**src/rtl/rv32i_tohost_ctrl_pkg.sv**
```systemverilog
// Shared types and constants for the RV32I bench completion logic.
// Store-event bundle, tohost address, FSM state and verdict enums.
package rv32i_tohost_ctrl_pkg;

  localparam int XLEN = 32;
  localparam logic [XLEN-1:0] TOHOST_ADDR = 32'h8000_0000;
  localparam int DEFAULT_TIMEOUT_CYCLES = 200_000;

  typedef struct packed {
    logic [XLEN-1:0] addr;
    logic [XLEN-1:0] data;
  } store_event_t;

  typedef enum logic [1:0] {
    ST_IDLE,
    ST_RUN,
    ST_DRAIN,
    ST_DONE
  } tb_ctrl_state_e;

  typedef enum logic [1:0] {
    VD_NONE,
    VD_PASS,
    VD_FAIL,
    VD_TIMEOUT
  } tohost_verdict_e;

endpackage

```
**src/rtl/rv32i_tb_event_fifo.sv**
```systemverilog
// Store-event FIFO, first-word fall-through, wrap-bit pointers.
// Ports: clk, rst_n, push/wdata/full, pop/rdata/empty.
module rv32i_tb_event_fifo #(
  parameter int DEPTH = 8,
  parameter type T = logic [63:0]
) (
  input  logic clk,
  input  logic rst_n,
  input  logic push,
  input  T     wdata,
  output logic full,
  input  logic pop,
  output T     rdata,
  output logic empty
);

  localparam int AW = $clog2(DEPTH);

  logic [AW:0] wr_ptr;
  logic [AW:0] rd_ptr;
  T            mem [DEPTH];
  logic        do_pop;
  logic        do_push;

  assign empty = (wr_ptr == rd_ptr);
  assign full  = (wr_ptr[AW-1:0] == rd_ptr[AW-1:0])
              && (wr_ptr[AW] != rd_ptr[AW]);

  assign do_pop  = pop && !empty;
  // A full FIFO still accepts a push when the head leaves
  assign do_push = push && (!full || do_pop);

  // Masked head keeps the output at zero while empty
  assign rdata = empty ? '0 : mem[rd_ptr[AW-1:0]];

  always_ff @(posedge clk or negedge rst_n) begin
    if (!rst_n) begin
      wr_ptr <= '0;
      rd_ptr <= '0;
    end else begin
      if (do_push) wr_ptr <= wr_ptr + 1'b1;
      if (do_pop)  rd_ptr <= rd_ptr + 1'b1;
    end
  end

  always_ff @(posedge clk) begin
    if (do_push) mem[wr_ptr[AW-1:0]] <= wdata;
  end

endmodule

```
**src/rtl/rv32i_tohost_ctrl.sv**
```systemverilog
// Test-completion controller: tohost decode, cycle budget, store FIFO.
// Ports: start, store snoop, event drain handshake, verdict/status.
module rv32i_tohost_ctrl
  import rv32i_tohost_ctrl_pkg::*;
#(
  parameter int TIMEOUT_CYCLES = DEFAULT_TIMEOUT_CYCLES,
  parameter int FIFO_DEPTH = 8,
  parameter logic [XLEN-1:0] TOHOST = TOHOST_ADDR
) (
  input  logic            clk_i,
  input  logic            rst_ni,
  input  logic            start_i,
  input  logic            st_valid_i,
  input  logic [XLEN-1:0] st_addr_i,
  input  logic [XLEN-1:0] st_data_i,
  output logic            ev_valid_o,
  input  logic            ev_ready_i,
  output store_event_t    ev_o,
  output logic            busy_o,
  output logic            done_o,
  output logic            pass_o,
  output logic            fail_o,
  output logic            timeout_o,
  output logic [30:0]     exit_code_o,
  output logic [31:0]     cycle_count_o,
  output logic            overflow_o
);

  tb_ctrl_state_e  state;
  tohost_verdict_e verdict;

  logic         tohost_hit;
  logic         term;
  logic         enq;
  logic         pop;
  logic         fifo_full;
  logic         fifo_empty;
  logic [31:0]  cnt_nxt;
  logic         expire;
  store_event_t st_ev;

  assign tohost_hit = st_valid_i && (st_addr_i == TOHOST);
  assign term       = tohost_hit && st_data_i[0];
  // tohost writes never enter the FIFO, terminating or not
  assign enq        = (state == ST_RUN) && st_valid_i && !tohost_hit;
  assign pop        = ev_valid_o && ev_ready_i;
  assign cnt_nxt    = cycle_count_o + 32'd1;
  assign expire     = (cnt_nxt == 32'(TIMEOUT_CYCLES));
  assign st_ev      = '{addr: st_addr_i, data: st_data_i};

  rv32i_tb_event_fifo #(
    .DEPTH (FIFO_DEPTH),
    .T     (store_event_t)
  ) u_fifo (
    .clk   (clk_i),
    .rst_n (rst_ni),
    .push  (enq),
    .wdata (st_ev),
    .full  (fifo_full),
    .pop   (pop),
    .rdata (ev_o),
    .empty (fifo_empty)
  );

  assign ev_valid_o = !fifo_empty;
  assign pass_o     = (verdict == VD_PASS);
  assign fail_o     = (verdict == VD_FAIL);
  assign timeout_o  = (verdict == VD_TIMEOUT);

  always_ff @(posedge clk_i or negedge rst_ni) begin
    if (!rst_ni) begin
      state         <= ST_IDLE;
      verdict       <= VD_NONE;
      exit_code_o   <= '0;
      cycle_count_o <= '0;
      overflow_o    <= 1'b0;
      done_o        <= 1'b0;
      busy_o        <= 1'b0;
    end else begin
      done_o <= 1'b0;
      if (enq && fifo_full && !pop) overflow_o <= 1'b1;
      unique case (state)
        ST_IDLE, ST_DONE: begin
          if (start_i) begin
            state         <= ST_RUN;
            busy_o        <= 1'b1;
            verdict       <= VD_NONE;
            exit_code_o   <= '0;
            cycle_count_o <= '0;
            overflow_o    <= 1'b0;
          end
        end
        ST_RUN: begin
          cycle_count_o <= cnt_nxt;
          // A terminating write beats a simultaneous timeout
          if (term) begin
            state       <= ST_DRAIN;
            exit_code_o <= st_data_i[31:1];
            verdict     <= (st_data_i[31:1] == '0) ? VD_PASS : VD_FAIL;
          end else if (expire) begin
            state   <= ST_DRAIN;
            verdict <= VD_TIMEOUT;
          end
        end
        ST_DRAIN: begin
          if (fifo_empty) begin
            state  <= ST_DONE;
            done_o <= 1'b1;
            busy_o <= 1'b0;
          end
        end
      endcase
    end
  end

endmodule
```
**config.mk**
```make
export PLATFORM = sky130hd
export DESIGN_NAME = rv32i_tohost_ctrl
export DESIGN_NICKNAME = d
export VERILOG_FILES = /design/src/rtl/rv32i_tohost_ctrl_pkg.sv /design/src/rtl/rv32i_tb_event_fifo.sv /design/src/rtl/rv32i_tohost_ctrl.sv
export SDC_FILE = /design/constraint.sdc
export NUM_CORES = 1
export LEC_CHECK = 0
export ABC_AREA = 0
export BUFFER_PORTS_ARGS = -buffer_cell sky130_fd_sc_hd__buf_2
export CORE_MARGIN = 4
export CORE_UTILIZATION = 47
export CTS_CLUSTER_DIAMETER = 150
export CTS_CLUSTER_SIZE = 25
export DETAILED_ROUTE_END_ITERATION = 12
export HOLD_SLACK_MARGIN = 0.02
export PLACE_DENSITY_LB_ADDON = 0.15
export SLEW_MARGIN = 5
export SYNTH_ARGS = -nofsm -noshare
export SYNTH_HDL_FRONTEND = slang
export SYNTH_SLANG_ARGS = --single-unit
```
**constraint.sdc**
```tcl
create_clock -name clk_i -period 8.54 [get_ports clk_i]
set_input_delay 2.135 -clock clk_i [delete_from_list [all_inputs] [get_ports clk_i]]
set_output_delay 2.135 -clock clk_i [all_outputs]
set_load 0.005 [all_outputs]
```
==> reports/results.txt, run 1 <==
post-DR wirelength/cell = 23.8 um
number of flops mapped to enable cells by yosys = 512
CP Launch Type = register
Fin Setup TNS = 0 ns
area leader, netlist = edfxtp_1
H-tree depth = 1
sequential element share of the synthesized area = 72.6%
Post-CTS Setup Bufs = 0
CTS Hold Bufs = 0
first-pass GRT wire length = 79,300 um
Buffers on Ports = 202
PD cells = 291 mW/mm^2
Yosys top cell area share = 64.4%
Tcrit/Tclk final = 69.2%
synth top area cells = edfxtp_1 (64%), mux4_2 (12%), dfrtp_1 (8.2%), mux2i_1 (2.9%), nand2_1 (1.8%)
clock skew = 0.0195 ns
Routed Antenna Nets = 0
Skew-Pair Late Insertion Delay = 0.58 ns
CTS tree = done
post-CTS resize count = 0
Worst Hold Class = reg2reg
Area Overhead vs Synth = 10.5%
setup slack at placement = 3.18 ns
Setup Viol. Count Final = 0
Worst Setup End Kind = output pin
core area = 0.0502 mm^2
count leader, synth = edfxtp_1
Initial Utilization = 47.5%
Max-Cap Viols = 0
clock-pin slew on the worst setup and hold paths = 0.10 ns
drt drc = 0
Post-Syn Area = 0.0239 mm^2
Max Freq = 0.169 GHz
CTS buffer count = 27
Synth Area per Inst = 17.6 um^2
# IOs = 203
Max IR drop VDD = 0.000204 V
Pwr Total = 0.00766 W
Post-Syn Instances = 1,356
GP Congestion = 0.795
Least-Margin Pin Slew = 1.07 ns
critical path type = reg2out
clk sinks = 590
status = complete, no violations
die area = 0.0544 mm^2
largest net degree at the start of global routing = 97
CTS root buffer = clkbuf_16
Placement Rows = 82
hpwl dp = 30,300 um
DIE HEIGHT = 233 um
Ys Warns = 0
Detailed Routing Iterations Pass 1 = 5
synthesized net count = 1,432
fraction of synthesis flops using an asynchronous set or reset pin = 13.2%
Worst slew margin = 27.3%
First DRT Iteration DRCs = 872
synth cell count leaders = edfxtp_1 (512), mux4_2 (128), nand2_1 (117)
total wire length = 52,700 um
critical path arrival = 3.77 ns
final hold vios = 0
overflow left after global routing = 0
number of synthesized register bits = 590
GRT Total Usage = 19.2%
post-layout min period = 5.91 ns
share of cells above drive strength 1 = 26.4%
Final Slew Violations = 0
final worst slack = 2.63 ns
Worst Path Required = 6.41 ns
clk buf depth = 3
Crit Path Max Fanout = 70
vias in the first global route = 12,700
vias = 12,700
RSZ-0062 raised after global routing = false
initial antenna violation count = 2
Die W = 233 um
fin nets = 1,596
DR vias/cell = 5.73
Pleak = 9.07 nW
Yosys cell types = 56
main flop type after synthesis = edfxtp_1
## cells by family (layout without fill, tap and decap cells)
kind of cell	after synthesis	after routing	synth area share [%]
xor+xnor	18	18	0.661
other cells	0	1	0
mux	200	200	15.1
flops	590	590	72.6
simple gates	313	313	6.16
buf+inv	95	279	1.56
compound gates	133	133	3.50
fa+ha+maj	7	7	0.367
## where the power goes
part	switching, W	total [W]	internal [W]
combinational	0.00136	0.00254	0.00118
sequential	0.000263	0.00366	0.00340
clock	0.000851	0.00146	0.000608
total	0.00248	0.00766	0.00519
## per-stage QoR
stage	instances	util, %	hold WS (ns)	instance area (um^2)
after floorplan	1356	-	0.462	23900
after global placement	2163	51.0	0.462	25600
after detailed placement	2163	51.0	0.469	25600
after CTS	2212	52.6	0.491	26400
after global routing	2213	52.6	0.515	26400
final	2213	52.6	0.488	26400
## final timing paths
check	from	end	slack [ns]	cells after the start
setup / recovery	u_fifo.rd_ptr[1]	ev_o[45]	2.63	6
hold / removal	exit_code_o[20]	exit_code_o[20]	0.49	2
setup reg to reg	u_fifo.rd_ptr[1]	u_fifo.mem[7][36]	4.36	7
hold reg to reg	exit_code_o[20]	exit_code_o[20]	0.49	2
max in group asynchronous	rst_ni	u_fifo.rd_ptr[0]	5.95	2
min in group asynchronous	rst_ni	exit_code_o[16]	1.42	1
## flip-flops by register name, indices dropped and copies added (netlist names)
register and flops:
u_fifo.mem 512, cycle_count_o 32, exit_code_o 31, u_fifo.rd_ptr 4, u_fifo.wr_ptr 4, state 2, verdict 2, busy_o 1
done_o 1, overflow_o 1
## critical path, stage by stage, from the launching register on
cell and delay [ns]:
dfrtp_4 1.15, xnor2_1 0.19, nand3_1 0.16, nor2b_4 0.81, buf_4 0.57, nor2_1 0.11, buf_2 0.15
## placed cells by master (no fill, tap or decap), drive strengths merged, types with 12 or more instances in the layout
| cell type | n |
|---|---|
| dfrtp | 78 |
| edfxtp | 512 |
| buf | 222 |
| nand2 | 117 |
| nand4 | 23 |
| nor3 | 16 |
| nor4 | 17 |
| a21oi | 12 |
| o21ai | 72 |
| o31ai | 13 |
| mux4 | 128 |
| clkbuf | 48 |
| nor2 | 88 |
| mux2i | 69 |
| nand3 | 13 |
## area by class of cell
cell class | instances | area [um^2]
sequential | 590 | 17300
tap | 672 | 841
fill | 4068 | 23800
clock inverter | 1 | 11.3
antenna | 1 | 2.50
inverter | 8 | 30.0
clock buffer | 48 | 754
multi-input combinational | 671 | 6220
timing repair buffer | 222 | 1180
## layer usage
metal | wire [um] | GRT usage (%) | share of wire, %
met1 | 24000 | 28.0 | 46
met2 | 25900 | 32.1 | 49
met3 | 2090 | 2.20 | 4.0
met4 | 709 | 3.18 | 1.3
met5 | 11 | 0 | 0.021
No activity file was read; power rests on OpenSTA's default activity.
==> run 2, diff against run 1 <==
==> constraint.sdc (replaced) <==
create_clock -name clk_i -period 5 [get_ports clk_i]
set_input_delay 1.25 -clock clk_i [delete_from_list [all_inputs] [get_ports clk_i]]
set_output_delay 1.25 -clock clk_i [all_outputs]
set_load 0.005 [all_outputs]
==> reports/results.txt, run 2 (synthesis results as in run 1) <==
Routed Antenna Nets = 0 (unchanged)
Area Overhead vs Synth = 11.3%
flip-flop count of the largest register after layout = 512 (unchanged)
hold path startpoint = exit_code_o[3]
CTS root buffer = clkbuf_16
DR vias/cell = 5.72 (about the same)
overflow left after global routing = 0 (unchanged)
H-tree depth = 1 (unchanged)
core area = 0.0502 mm^2 (unchanged)
Max IR drop VDD = 0.000289 V (+42%)
Crit Path Max Fanout = 37 (-47%)
Setup Viol. Count Final = 0 (unchanged)
Worst Path Required = 3.75 ns (-2.66 ns)
final cell count without fillers = 2,221 (+0.36%)
Pleak = 9.16 nW (+0.94%)
Hold Path Sink = exit_code_o[3]
Tcrit/Tclk final = 84.9%
Post-CTS Setup Bufs = 0 (unchanged)
critical path startpoint = u_fifo.rd_ptr[2]
Skew-Pair Late Insertion Delay = 0.59 ns (about the same)
Core Util, Final = 52.9% (+0.34 points)
CTS tree = done
share of cells above drive strength 1 = 26.9% (+0.49 points)
vias = 12,700 (+0.27%)
DIE HEIGHT = 233 um (unchanged)
CP Launch Type = register
Max-Cap Viols = 0 (unchanged)
clk buf depth = 3 (unchanged)
critical path type = reg2out
Worst Hold Depth = 2 (unchanged)
Buffers on Ports = 202 (unchanged)
RSZ-0062 raised after global routing = false
Least-Margin Pin Slew = 1.21 ns (+0.137 ns)
R2R depth = 7 (unchanged)
Worst Hold Class = reg2reg
GP Congestion = 0.755 (-5.0%)
Die W = 233 um (unchanged)
clock-pin slew on the worst setup and hold paths = 0.10 ns (about the same)
PD cells = 497 mW/mm^2 (+71%)
CTS Hold Bufs = 0 (unchanged)
CTS buffer count = 27 (unchanged)
first-pass GRT wire length = 80,600 um (+1.6%)
status = complete, no violations
Detailed Routing Iterations Pass 1 = 5 (unchanged)
clock skew = 0.0181 ns (-0.00135 ns)
clk sinks = 590 (unchanged)
RR Endpoint = u_fifo.mem[7][51]
hpwl dp = 31,600 um (+4.0%)
post-DR wirelength/cell = 23.8 um (+0.16%)
Worst slew margin = 19.3% (-7.9 points)
worst r2r src = u_fifo.rd_ptr[0]
critical path arrival = 2.99 ns (-0.78 ns)
die area = 0.0544 mm^2 (unchanged)
most frequent cells in the layout = edfxtp_1 (512), buf_2 (201), mux4_2 (128), nand2_1 (116), nor2_1 (86)
initial antenna violation count = 1 (-1)
total wire length = 52,900 um (+0.52%)
commonest non-fill, non-tap cell in the layout = edfxtp_1
drt drc = 0 (unchanged)
Placed Cells = 2,172 (+0.42%)
# IOs = 203 (unchanged)
Placement Rows = 82 (unchanged)
fin nets = 1,605 (+0.56%)
First DRT Iteration DRCs = 991 (+14%)
Max Freq = 0.236 GHz
vias in the first global route = 12,900 (+1.4%)
post-CTS resize count = 0 (unchanged)
post-layout min period = 4.24 ns
fillers = 4,098 (+0.74%)
final hold vios = 0 (unchanged)
largest net degree at the start of global routing = 68 (-30%)
Worst Setup End Kind = output pin
Final Slew Violations = 0 (unchanged)
Initial Utilization = 47.5% (unchanged)
# diodes = 0 (-1)
GRT Total Usage = 19.5% (+0.30 points)
Worst R2R Setup Slack = 1.29 ns (-3.07 ns)
run 2: how the worst max path moves through the flow:
stage | endpoint | cells past startpoint
final | ev_o[11] | 5
after global routing | ev_o[11] | 5
after CTS | ev_o[11] | 5
after detailed placement | u_fifo.mem[7][44] | 9
after global placement | u_fifo.mem[7][44] | 9
after floorplan | u_fifo.mem[2][0] | 6
run 2: critical path, cell delays in order (launching register included):
cell,delay [ns]
dfrtp_4,0.42
buf_4,0.52
buf_4,0.76
mux2i_1,0.44
nor2_1,0.07
buf_2,0.14
run 2: area by class of cell:
type | instances | area [um^2] | area share, %
multi-input cells | 671 | 6260 | 23.6
flip-flops and latches | 590 | 17300 | 65.3
clock inverters | 2 | 20.0 | 0.0754
repair buffers | 231 | 1310 | 4.92
well taps | 672 | 841 | 3.17
inverters | 8 | 30.0 | 0.113
clock buffers | 47 | 751 | 2.83
run 2: metal layers:
metal	vias up	global-route usage (%)	wire length (um)
met3	35	2.48	2520
met1	6689	28.5	23700
met5	-	0	7
li1	5689	-	-
met4	2	2.93	551
met2	290	32.5	26100
run 2: where the power goes:
part	leakage [nW]	total, W	switching [W]	internal [W]
Clock	0.367	0.00249	0.00146	0.00104
Combinational	3.13	0.00466	0.00258	0.00207
Sequential	5.66	0.00605	0.000240	0.00581
run 2: through the flow:
stage	instance area, um^2	total power (W)	setup TNS (ns)	hold WS, ns	worst slack [ns]
after floorplan	23900	0.00915	-42.31	0.462	-0.260
after global placement	25800	0.0109	0	0.459	0.533
after detailed placement	25800	0.0110	0	0.474	0.520
after CTS	26500	0.0134	0	0.499	0.599
after global routing	26500	0.0140	0	0.517	0.525
final	26500	0.0132	0	0.492	0.757
==> run 3, diff against run 2 <==
==> constraint.sdc (replaced) <==
create_clock -name clk_i -period 3.8 [get_ports clk_i]
set_input_delay 0.95 -clock clk_i [delete_from_list [all_inputs] [get_ports clk_i]]
set_output_delay 0.95 -clock clk_i [all_outputs]
set_load 0.005 [all_outputs]
==> reports/results.txt, run 3 (synthesis results as in run 1) <==
Max-Cap Viols = 0 (unchanged)
final worst slack = 0.191 ns (-0.566 ns)
Critical Path Max Stage Delay = 0.69 ns (-0.07 ns)
# diodes = 0 (unchanged)
Switching Share = 32.3% (-0.051 points)
critical path type = reg2out
Buffers on Ports = 202 (unchanged)
# IOs = 203 (unchanged)
status = complete, no violations
share of cells above drive strength 1 = 27.8% (+0.87 points)
vias in the first global route = 13,100 (+1.5%)
GRT Total Usage = 19.6% (+0.12 points)
Tcrit/Tclk final = 95.0%
hpwl dp = 32,500 um (+2.9%)
critical path arrival = 2.66 ns (-0.33 ns)
Detailed Routing Iterations Pass 1 = 5 (unchanged)
CTS Hold Bufs = 0 (unchanged)
CP Launch Type = register
Area Overhead vs Synth = 12.5%
CP cell instances = xnor2_1, nand3_1, nor2b_4, buf_12, nor2_1, buf_2
sw power = 0.00566 W (+32%)
drt drc = 0 (unchanged)
commonest non-fill, non-tap cell in the layout = edfxtp_1
vias = 12,800 (+0.49%)
RSZ-0062 raised after global routing = false
DR vias/cell = 5.70 (-0.41%)
first-pass GRT wire length = 81,200 um (+0.80%)
combinational share of power = 36.0% (+0.7 points)
WHS = 0.351 ns (-0.141 ns)
total internal power = 0.0118 W (+33%)
total wire length = 53,400 um (+0.77%)
largest net degree at the start of global routing = 75 (+10%)
Design Area, Final = 0.0268 mm^2 (+1.1%)
Max Freq = 0.277 GHz
Placement Rows = 82 (unchanged)
DIE HEIGHT = 233 um (unchanged)
Worst Hold Class = in2async
Die W = 233 um (unchanged)
Crit-path slowest cell = dfrtp_1
fillers = 4,034 (-1.6%)
setup slack at placement = 0.159 ns (-0.361 ns)
GP Congestion = 0.829 (+9.9%)
CTS root buffer = clkbuf_16
most frequent cells in the layout = edfxtp_1 (512), buf_2 (201), mux4_2 (128), nand2_1 (116), nor2_1 (86)
Least-Margin Pin Slew = 0.968 ns (-0.239 ns)
clock-pin slew on the worst setup and hold paths = 0.10 ns (about the same)
clk buf depth = 3 (unchanged)
Final Slew Violations = 0 (unchanged)
initial antenna violation count = 1 (unchanged)
placed inst area = 0.0260 mm^2 (+0.99%)
flip-flop count of the largest register after layout = 512 (unchanged)
multi-input logic area = 0.00626 mm^2 (unchanged)
fin nets = 1,626 (+1.3%)
CP top delay family = simple AND/OR/NAND/NOR gates
FF+latch area = 0.0173 mm^2 (unchanged)
Worst Setup End Kind = output pin
Worst slew margin = 35.3% (+16 points)
Pleak = 9.30 nW (+1.6%)
Initial Utilization = 47.5% (unchanged)
die area = 0.0544 mm^2 (unchanged)
post-DR wirelength/cell = 23.8 um (-0.13%)
H-tree depth = 1 (unchanged)
First DRT Iteration DRCs = 980 (-1.1%)
Worst Path Required = 2.85 ns (-0.90 ns)
Setup Viol. Count Final = 0 (unchanged)
clock skew = 0.0145 ns (-0.00364 ns)
Routed Antenna Nets = 0 (unchanged)
overflow left after global routing = 0 (unchanged)
post-layout min period = 3.61 ns
WP buf/inv = 2 (-1)
CTS tree = done
PD cells = 652 mW/mm^2 (+31%)
Crit Path Max Fanout = 41 (+11%)
core area = 0.0502 mm^2 (unchanged)
CTS buffer count = 27 (unchanged)
Sequential Power Share = 45.4% (-0.4 points)
clock power share = 18.6% (-0.3 points)
clk sinks = 590 (unchanged)
Fin Setup TNS = 0 ns (unchanged)
Pwr Total = 0.0175 W (+33%)
Skew-Pair Late Insertion Delay = 0.58 ns (about the same)
Max IR drop VDD = 0.000635 V (+120%)
final hold vios = 0 (unchanged)
[run 3: worst reg2reg max path, cell delays in order (launching register included)]
cell and delay (ns):
dfrtp_1 0.55, ha_1 0.33, nand4_1 0.25, or3_1 0.58, a2111oi_1 0.59, o2111ai_1 0.28, a2111oi_4 0.41, o221ai_2 0.18
mux2i_1 0.14
[run 3: timing repair]
item                       in CTS  in global routing
buffers inserted                0                  1
resized for setup               0                  3
setup endpoints to repair       0                  8
[run 3: final timing paths]
check | from | end | slack [ns] | cells after the start
worst min register to register | exit_code_o[11] | exit_code_o[11] | 0.49 | 2
min in group clk_i | exit_code_o[11] | exit_code_o[11] | 0.49 | 2
worst max register to register | cycle_count_o[0] | state[1] | 0.37 | 8
max in group asynchronous | rst_ni | cycle_count_o[12] | 2.73 | 2
worst min-delay path | rst_ni | exit_code_o[26] | 0.35 | 1
worst max-delay path | u_fifo.wr_ptr[1] | ev_o[8] | 0.19 | 6
[run 3: metal layers]
layer,share of wire [%],track usage [%]
met2,49,32.2
met1,45,28.9
met5,0.021,0
met3,5.0,2.77
met4,1.1,2.97
[run 3: power groups by stage]
stage | clock, W | combinational, W | sequential, W
4_1_cts | 0.00336 | 0.00640 | 0.00796
5_1_grt | 0.00361 | 0.00692 | 0.00800
3_5_place_dp | 0 | 0.00639 | 0.00811
3_3_place_gp | 0 | 0.00635 | 0.00809
2_1_floorplan | 0 | 0.00412 | 0.00794
6_report | 0.00325 | 0.00630 | 0.00795
[run 3: per-stage QoR]
step	util, %	instances
3_3_place_gp	51.9	2191
5_1_grt	53.5	2241
4_1_cts	53.4	2239
3_5_place_dp	51.9	2191
6_report	53.5	2241
2_1_floorplan	-	1356
[run 3: layout make-up]
cell class / count / area share (%)
sequential: 590 / 64.6
inverter: 8 / 0.112
clock inverter: 1 / 0.0420
timing repair buffer: 252 / 6.01
clock buffer: 47 / 2.80
tap: 672 / 3.13
multi-input combinational: 671 / 23.3
